`config.mk`:
```
export PLATFORM = sky130hd
export DESIGN_NAME = rr_multichannel_recorder
export DESIGN_NICKNAME = d
export VERILOG_FILES = /design/src/rtl/rr_multichannel_recorder.sv
export SDC_FILE = /design/constraint.sdc
export NUM_CORES = 1
export LEC_CHECK = 0
export CAP_MARGIN = 25
export CORE_AREA = 2 2 396 398
export DETAILED_ROUTE_END_ITERATION = 8
export DIE_AREA = 0 0 398 400
export GPL_TIMING_DRIVEN = 1
export HOLD_SLACK_MARGIN = 0.06
export MAX_ROUTING_LAYER = met4
export PLACE_DENSITY = 0.72
export RECOVER_POWER = 50
export SLEW_MARGIN = 0
export SYNTH_ARGS = -nofsm -noshare
export SYNTH_HDL_FRONTEND = slang
export SYNTH_SLANG_ARGS = --single-unit
```
`constraint.sdc`:
```
create_clock -name clk -period 3.2 [get_ports clk]
set_input_delay 0.8 -clock clk [delete_from_list [all_inputs] [get_ports clk]]
set_output_delay 0.8 -clock clk [all_outputs]
set_load 0.01 [all_outputs]
```
`src/rtl/rr_multichannel_recorder.sv`:
```
// N-channel valid/ready recorder: per-channel FIFO passthrough plus a single
// staged log record (begin with data / end) with lossless logging back-pressure.
module rr_mcr_fifo #(
  parameter int DW    = 64,
  parameter int DEPTH = 4
) (
  input  logic          clk,
  input  logic          rstn,
  input  logic          i_push,
  input  logic [DW-1:0] i_data,
  input  logic          i_pop,
  output logic [DW-1:0] o_data,
  output logic          o_full,
  output logic          o_empty
);
  localparam int AW = $clog2(DEPTH);

  logic [DEPTH-1:0][DW-1:0] r_mem;
  logic [AW-1:0]            r_wptr, r_rptr;
  logic [AW:0]              r_cnt;

  assign o_full  = (r_cnt == (AW+1)'(DEPTH));
  assign o_empty = (r_cnt == '0);
  assign o_data  = r_mem[r_rptr];

  always_ff @(posedge clk or negedge rstn) begin
    if (!rstn) begin
      r_wptr <= '0;
      r_rptr <= '0;
      r_cnt  <= '0;
    end else begin
      if (i_push) r_wptr <= r_wptr + 1'b1;
      if (i_pop)  r_rptr <= r_rptr + 1'b1;
      case ({i_push, i_pop})
        2'b10:   r_cnt <= r_cnt + 1'b1;
        2'b01:   r_cnt <= r_cnt - 1'b1;
        default: r_cnt <= r_cnt;
      endcase
    end
  end

  always_ff @(posedge clk) begin
    if (i_push) r_mem[r_wptr] <= i_data;
  end
endmodule

module rr_multichannel_recorder #(
  parameter int                      NUM_CHANNELS = 5,
  parameter int                      DATA_WIDTH   = 64,
  parameter int                      PIPE_DEPTH   = 4,
  parameter logic [NUM_CHANNELS-1:0] LOGB_MASK    = '1
) (
  input  logic                               clk,
  input  logic                               rstn,
  input  logic                               record_en,
  input  logic [NUM_CHANNELS-1:0]            in_valid,
  output logic [NUM_CHANNELS-1:0]            in_ready,
  input  logic [NUM_CHANNELS*DATA_WIDTH-1:0] in_data,
  output logic [NUM_CHANNELS-1:0]            out_valid,
  input  logic [NUM_CHANNELS-1:0]            out_ready,
  output logic [NUM_CHANNELS*DATA_WIDTH-1:0] out_data,
  output logic [NUM_CHANNELS-1:0]            logb_valid,
  output logic [NUM_CHANNELS*DATA_WIDTH-1:0] logb_data,
  output logic [NUM_CHANNELS-1:0]            loge_valid,
  input  logic                               log_ready,
  output logic [31:0]                        pkt_cnt
);
  logic                                r_rec_q;
  logic                                r_alive;
  logic [NUM_CHANNELS-1:0]             r_logb_valid, r_loge_valid;
  logic [NUM_CHANNELS*DATA_WIDTH-1:0]  r_logb_data;
  logic [31:0]                         r_pkt_cnt;

  logic [NUM_CHANNELS-1:0]             w_full, w_empty, w_in_fire, w_out_fire;
  logic [NUM_CHANNELS*DATA_WIDTH-1:0]  w_logb_data_d;
  logic                                w_stage_v, w_log_ok, w_accept;

  assign w_stage_v = |r_logb_valid | |r_loge_valid;
  assign w_log_ok  = !r_rec_q || !w_stage_v || log_ready;
  assign w_accept  = w_stage_v && log_ready;

  // r_alive holds the upstream handshake low while reset is asserted.
  assign in_ready   = ~w_full  & {NUM_CHANNELS{w_log_ok && r_alive}};
  assign out_valid  = ~w_empty & {NUM_CHANNELS{w_log_ok}};
  assign w_in_fire  = in_valid  & in_ready;
  assign w_out_fire = out_valid & out_ready;

  genvar g;
  generate
    for (g = 0; g < NUM_CHANNELS; g++) begin : g_ch
      rr_mcr_fifo #(.DW(DATA_WIDTH), .DEPTH(PIPE_DEPTH)) u_fifo (
        .clk     (clk),
        .rstn    (rstn),
        .i_push  (w_in_fire[g]),
        .i_data  (in_data[g*DATA_WIDTH +: DATA_WIDTH]),
        .i_pop   (w_out_fire[g]),
        .o_data  (out_data[g*DATA_WIDTH +: DATA_WIDTH]),
        .o_full  (w_full[g]),
        .o_empty (w_empty[g])
      );
      assign w_logb_data_d[g*DATA_WIDTH +: DATA_WIDTH] =
        (w_in_fire[g] && LOGB_MASK[g]) ? in_data[g*DATA_WIDTH +: DATA_WIDTH] : '0;
    end
  endgenerate

  always_ff @(posedge clk or negedge rstn) begin
    if (!rstn) begin
      r_rec_q      <= 1'b0;
      r_alive      <= 1'b0;
      r_logb_valid <= '0;
      r_loge_valid <= '0;
      r_logb_data  <= '0;
      r_pkt_cnt    <= '0;
    end else begin
      r_rec_q <= record_en;
      r_alive <= 1'b1;
      if (r_rec_q && w_log_ok) begin
        r_logb_valid <= w_in_fire & LOGB_MASK;
        r_loge_valid <= w_out_fire;
        r_logb_data  <= w_logb_data_d;
      end else if (!r_rec_q && w_accept) begin
        r_logb_valid <= '0;
        r_loge_valid <= '0;
        r_logb_data  <= '0;
      end
      if (w_accept && r_pkt_cnt != 32'hFFFF_FFFF) r_pkt_cnt <= r_pkt_cnt + 32'd1;
    end
  end

  assign logb_valid = r_logb_valid;
  assign loge_valid = r_loge_valid;
  assign logb_data  = r_logb_data;
  assign pkt_cnt    = r_pkt_cnt;
endmodule

```
==> results by group <==
Run status
  – Status: finished, violations left
  – Failing checks: capacitance limit, slew limit, setup timing

Die
  – Number of cell rows: approximately 150
  – Ports: roughly 1000
  – Full die area: 159000 µm²
  – CORE AREA: 155000 µm²
  – Die Y: 400 µm
  – Die X: 398 µm
  – Initial Utilization: 0.397

STA
  – Hold Vio Cnt, Final: 0
  – Sum of negative setup slack: -0.165 ns
  – Highest clock rate: 310 MHz
  – Worst setup margin: -0.0261 ns
  – Min cycle time layout: 3.23 ns
  – RSZ-0062 raised after global routing: true
  – Skew final: 0.0686 ns
  – Headroom to the max-slew limit: -0.425
  – Hold WS: 0.502 ns
  – Pins Over Slew Limit: 34
  – Tcrit/Tclk final: 1.01
  – Slew @ Worst Pin: 2.14 ns
  – # setup viols final: 11

GRT
  – Total global-route track usage: 0.217
  – First-pass GRT wire length: 243000 µm
  – Vias in the first global route: 34600
  – Largest net degree at the start of global routing: ~110
  – Initial antenna violation count: 13
  – Remaining Overflow, GRT: 0

Synth
  – Post-synth top cells: edfxtp_1, dfrtp_1, a22o_1, mux4_2, buf_2
  – Post-synthesis sequential area ratio: 0.787
  – Synth warnings: 0
  – Flop and latch count out of synthesis: around 1700
  – Most frequent cell after synthesis: edfxtp_1
  – Syn Area/Cell: 22.0 µm²
  – Synth cell types: 47
  – Mapped Area: about 60000 µm²
  – Async SR Flop Fraction: 0.238
  – Syn Nets: 3157
  – Post-synth top area share: 0.625
  – Ranking of synthesized cells by area: edfxtp_1, dfrtp_1, mux4_2, a22o_1, xnor2_1
  – Top cell type by total area after synthesis: edfxtp_1
  – Cells after Synth: between 2000 and 3000
  – Post-synth top flop: edfxtp_1
  – Post-synth EDFFs: 1280

Layout
  – FILL cells: 12000
  – Nets: approximately 4500
  – Multi-input logic area: 12300 µm²
  – Design area: between 80000 and 90000 µm²
  – Area grow syn2layout: 33.6%
  – Layout cell share with drive strength beyond 1: 0.279
  – Post-route insts no fill: about 6300
  – Sequential cell area: 48500 µm²

Power and ir drop
  – VDD IR-drop max: 0.000514 V
  – Pleak: approximately 30 nW
  – Pwr dens: 831 nW/µm²

Place
  – I/O Buffers: 1025
  – HPWL after detailed placement: 118000 µm
  – Dpl ws: -0.347 ns
  – DP Area: about 76000 µm²
  – Dpl cells: 5919
  – Gp weighted congestion: 0.835

CTS
  – Depth of the CTS H-tree: 4
  – CTS buffer count: 167
  – Clock-pin slew on the worst setup and hold paths: 0.06 ns
  – Worst-Skew Late Latency: 0.80 ns
  – Clock buffer depth: 3
  – CTS tree: done
  – CTS sink count: about 1700
  – Root Buffer: clkbuf_16

Detailed routing
  – Via/cell ratio: 5.31
  – Total Routed Length: 172000 µm
  – Final antenna-violating net count: 0
  – Drt first pass iters: 5
  – Via count: 33700
  – Drc violations: 0
  – Wirelength per Cell: about 27 µm
  – DR iter-0 viols: between 2000 and 3000

Worst setup path
  – Critical Path Sink Type: primary output
  – CP max FO: 7
  – Critical path required time: 2.40 ns
  – Critical path startpoint category: register
  – WS Path Type: register to primary output
  – Arr. time, crit path: 2.43 ns

Worst hold path
  – Worst min path class: register to register

Job
  – Max-cap viol count: 1
-- cell type report --
| class | instances | area share |
|---|---|---|
| Sequential cell | 1679 | 0.589 |
| Multi-Input combinational cell | 931 | 0.150 |
| Timing Repair Buffer | 1322 | 0.161 |
| Tap cell | 2058 | 0.0313 |
| Antenna cell | 9 | 0.000274 |
| Clock inverter | 83 | 0.0110 |
| Inverter | 35 | 0.00160 |
| Clock buffer | 231 | 0.0556 |
-- sequential cells by signal, indices dropped and copies added (netlist names) --
name	cells
r_alive	1
loge_valid	5
g_ch.u_fifo.r_mem	1280
pkt_cnt	32
g_ch.u_fifo.r_wptr	10
logb_valid	5
g_ch.u_fifo.r_rptr	10
r_rec_q	1
logb_data	320
g_ch.u_fifo.r_cnt	15
-- layer usage --
metal | global-route usage | wire [µm]
met4 | 0.0872 | 6970
met2 | 0.350 | 87100
met5 | - | 0
met3 | 0.0447 | 12200
met1 | 0.268 | 66300
-- placed cells by master, fill, tap and decap left out, types with 11 or more instances in the layout --
cell             netlist  final
xor2_1                20     20
buf_12                 0     86
buf_4                 15    131
clkdlybuf4s15_1        0     30
edfxtp_1            1280   1280
clkbuf_1              37     61
dlygate4sd3_1          0    322
clkbuf_2               0     78
nand2_1               24     24
dlygate4sd2_1          0     11
buf_8                  0     11
mux4_2               320    320
nand3_1               23     23
clkbuf_16              0    175
dfrtp_1              399    389
ha_1                  26     26
clkinv_2               0     27
clkinv_1               0     21
and3_2                 0     20
buf_16                 0     16
clkdlybuf4s50_1        0    373
clkbuf_8               0     15
nor2_1                41     35
buf_2                 62    131
buf_6                 16    102
inv_1                 34     34
a22o_1               320    320
xnor2_1               40     40
nand4_1               19     19
-- path summary, 6_finish.rpt --
path | cells after the start | endpoint | slack, ns | from
worst max-delay path | 6 | out_data[214] | -0.03 | g_ch[3].u_fifo.r_rptr[0]
worst min-delay path | 1 | logb_data[86] | 0.50 | logb_data[86]
worst max register to register | 9 | g_ch[2].u_fifo.r_mem[41] | 0.31 | logb_valid[0]
worst min register to register | 1 | logb_data[86] | 0.50 | logb_data[86]
max in group asynchronous | 3 | g_ch[4].u_fifo.r_rptr[0] | 0.27 | rstn
min in group asynchronous | 2 | logb_data[111] | 1.29 | rstn
-- kinds of logic (layout without fill, tap and decap cells) --
| kind of cell | count (synthesis) | after routing | share of synthesized area |
|---|---|---|---|
| flip-flops | 1679 | 1679 | 0.787 |
| AO/OA/AOI/OAI | 350 | 350 | 0.0492 |
| multiplexers | 326 | 326 | 0.118 |
| buffers and inverters | 182 | 1671 | 0.0152 |
| AND/OR/NAND/NOR | 163 | 163 | 0.0146 |
| XOR/XNOR | 60 | 60 | 0.00854 |
| adder cells (fa/ha/maj) | 31 | 31 | 0.00692 |
| other | 1 | 10 | 0.0000610 |
-- report_power, final --
group / leakage [nW] / internal, mW / switching [mW] / total [mW]
clock: 2.67 / 10.9 / 8.42 / 19.3
sequential: 17.0 / 25.8 / 1.04 / 26.9
combinational: 10.4 / 11.0 / 11.1 / 22.2
total: 30.0 / 47.7 / 20.6 / 68.3
-- critical path, cell delays in order, from the launching register on --
cell,delay (ns)
dfrtp_4,0.49
buf_6,0.14
buf_6,0.12
buf_12,0.13
buf_16,0.15
mux4_2,0.45
buf_6,0.15
-- through the flow --
step	util	total power [mW]
finish	0.530	68.3
CTS	0.530	68.5
floorplan	-	36.7
detailed placement	0.490	48.5
global placement	0.490	48.3
global route	0.530	70.9
-- what timing repair did --
item	in CTS	in global routing
setup buffers	71	21
gates cloned	15	8
setup endpoints to repair	330	251
hold buffers	1	0
pin swaps	4	1
gates resized for setup	1116	284
hold endpoints to repair	25	0
Power figures use the tool's default switching activity.
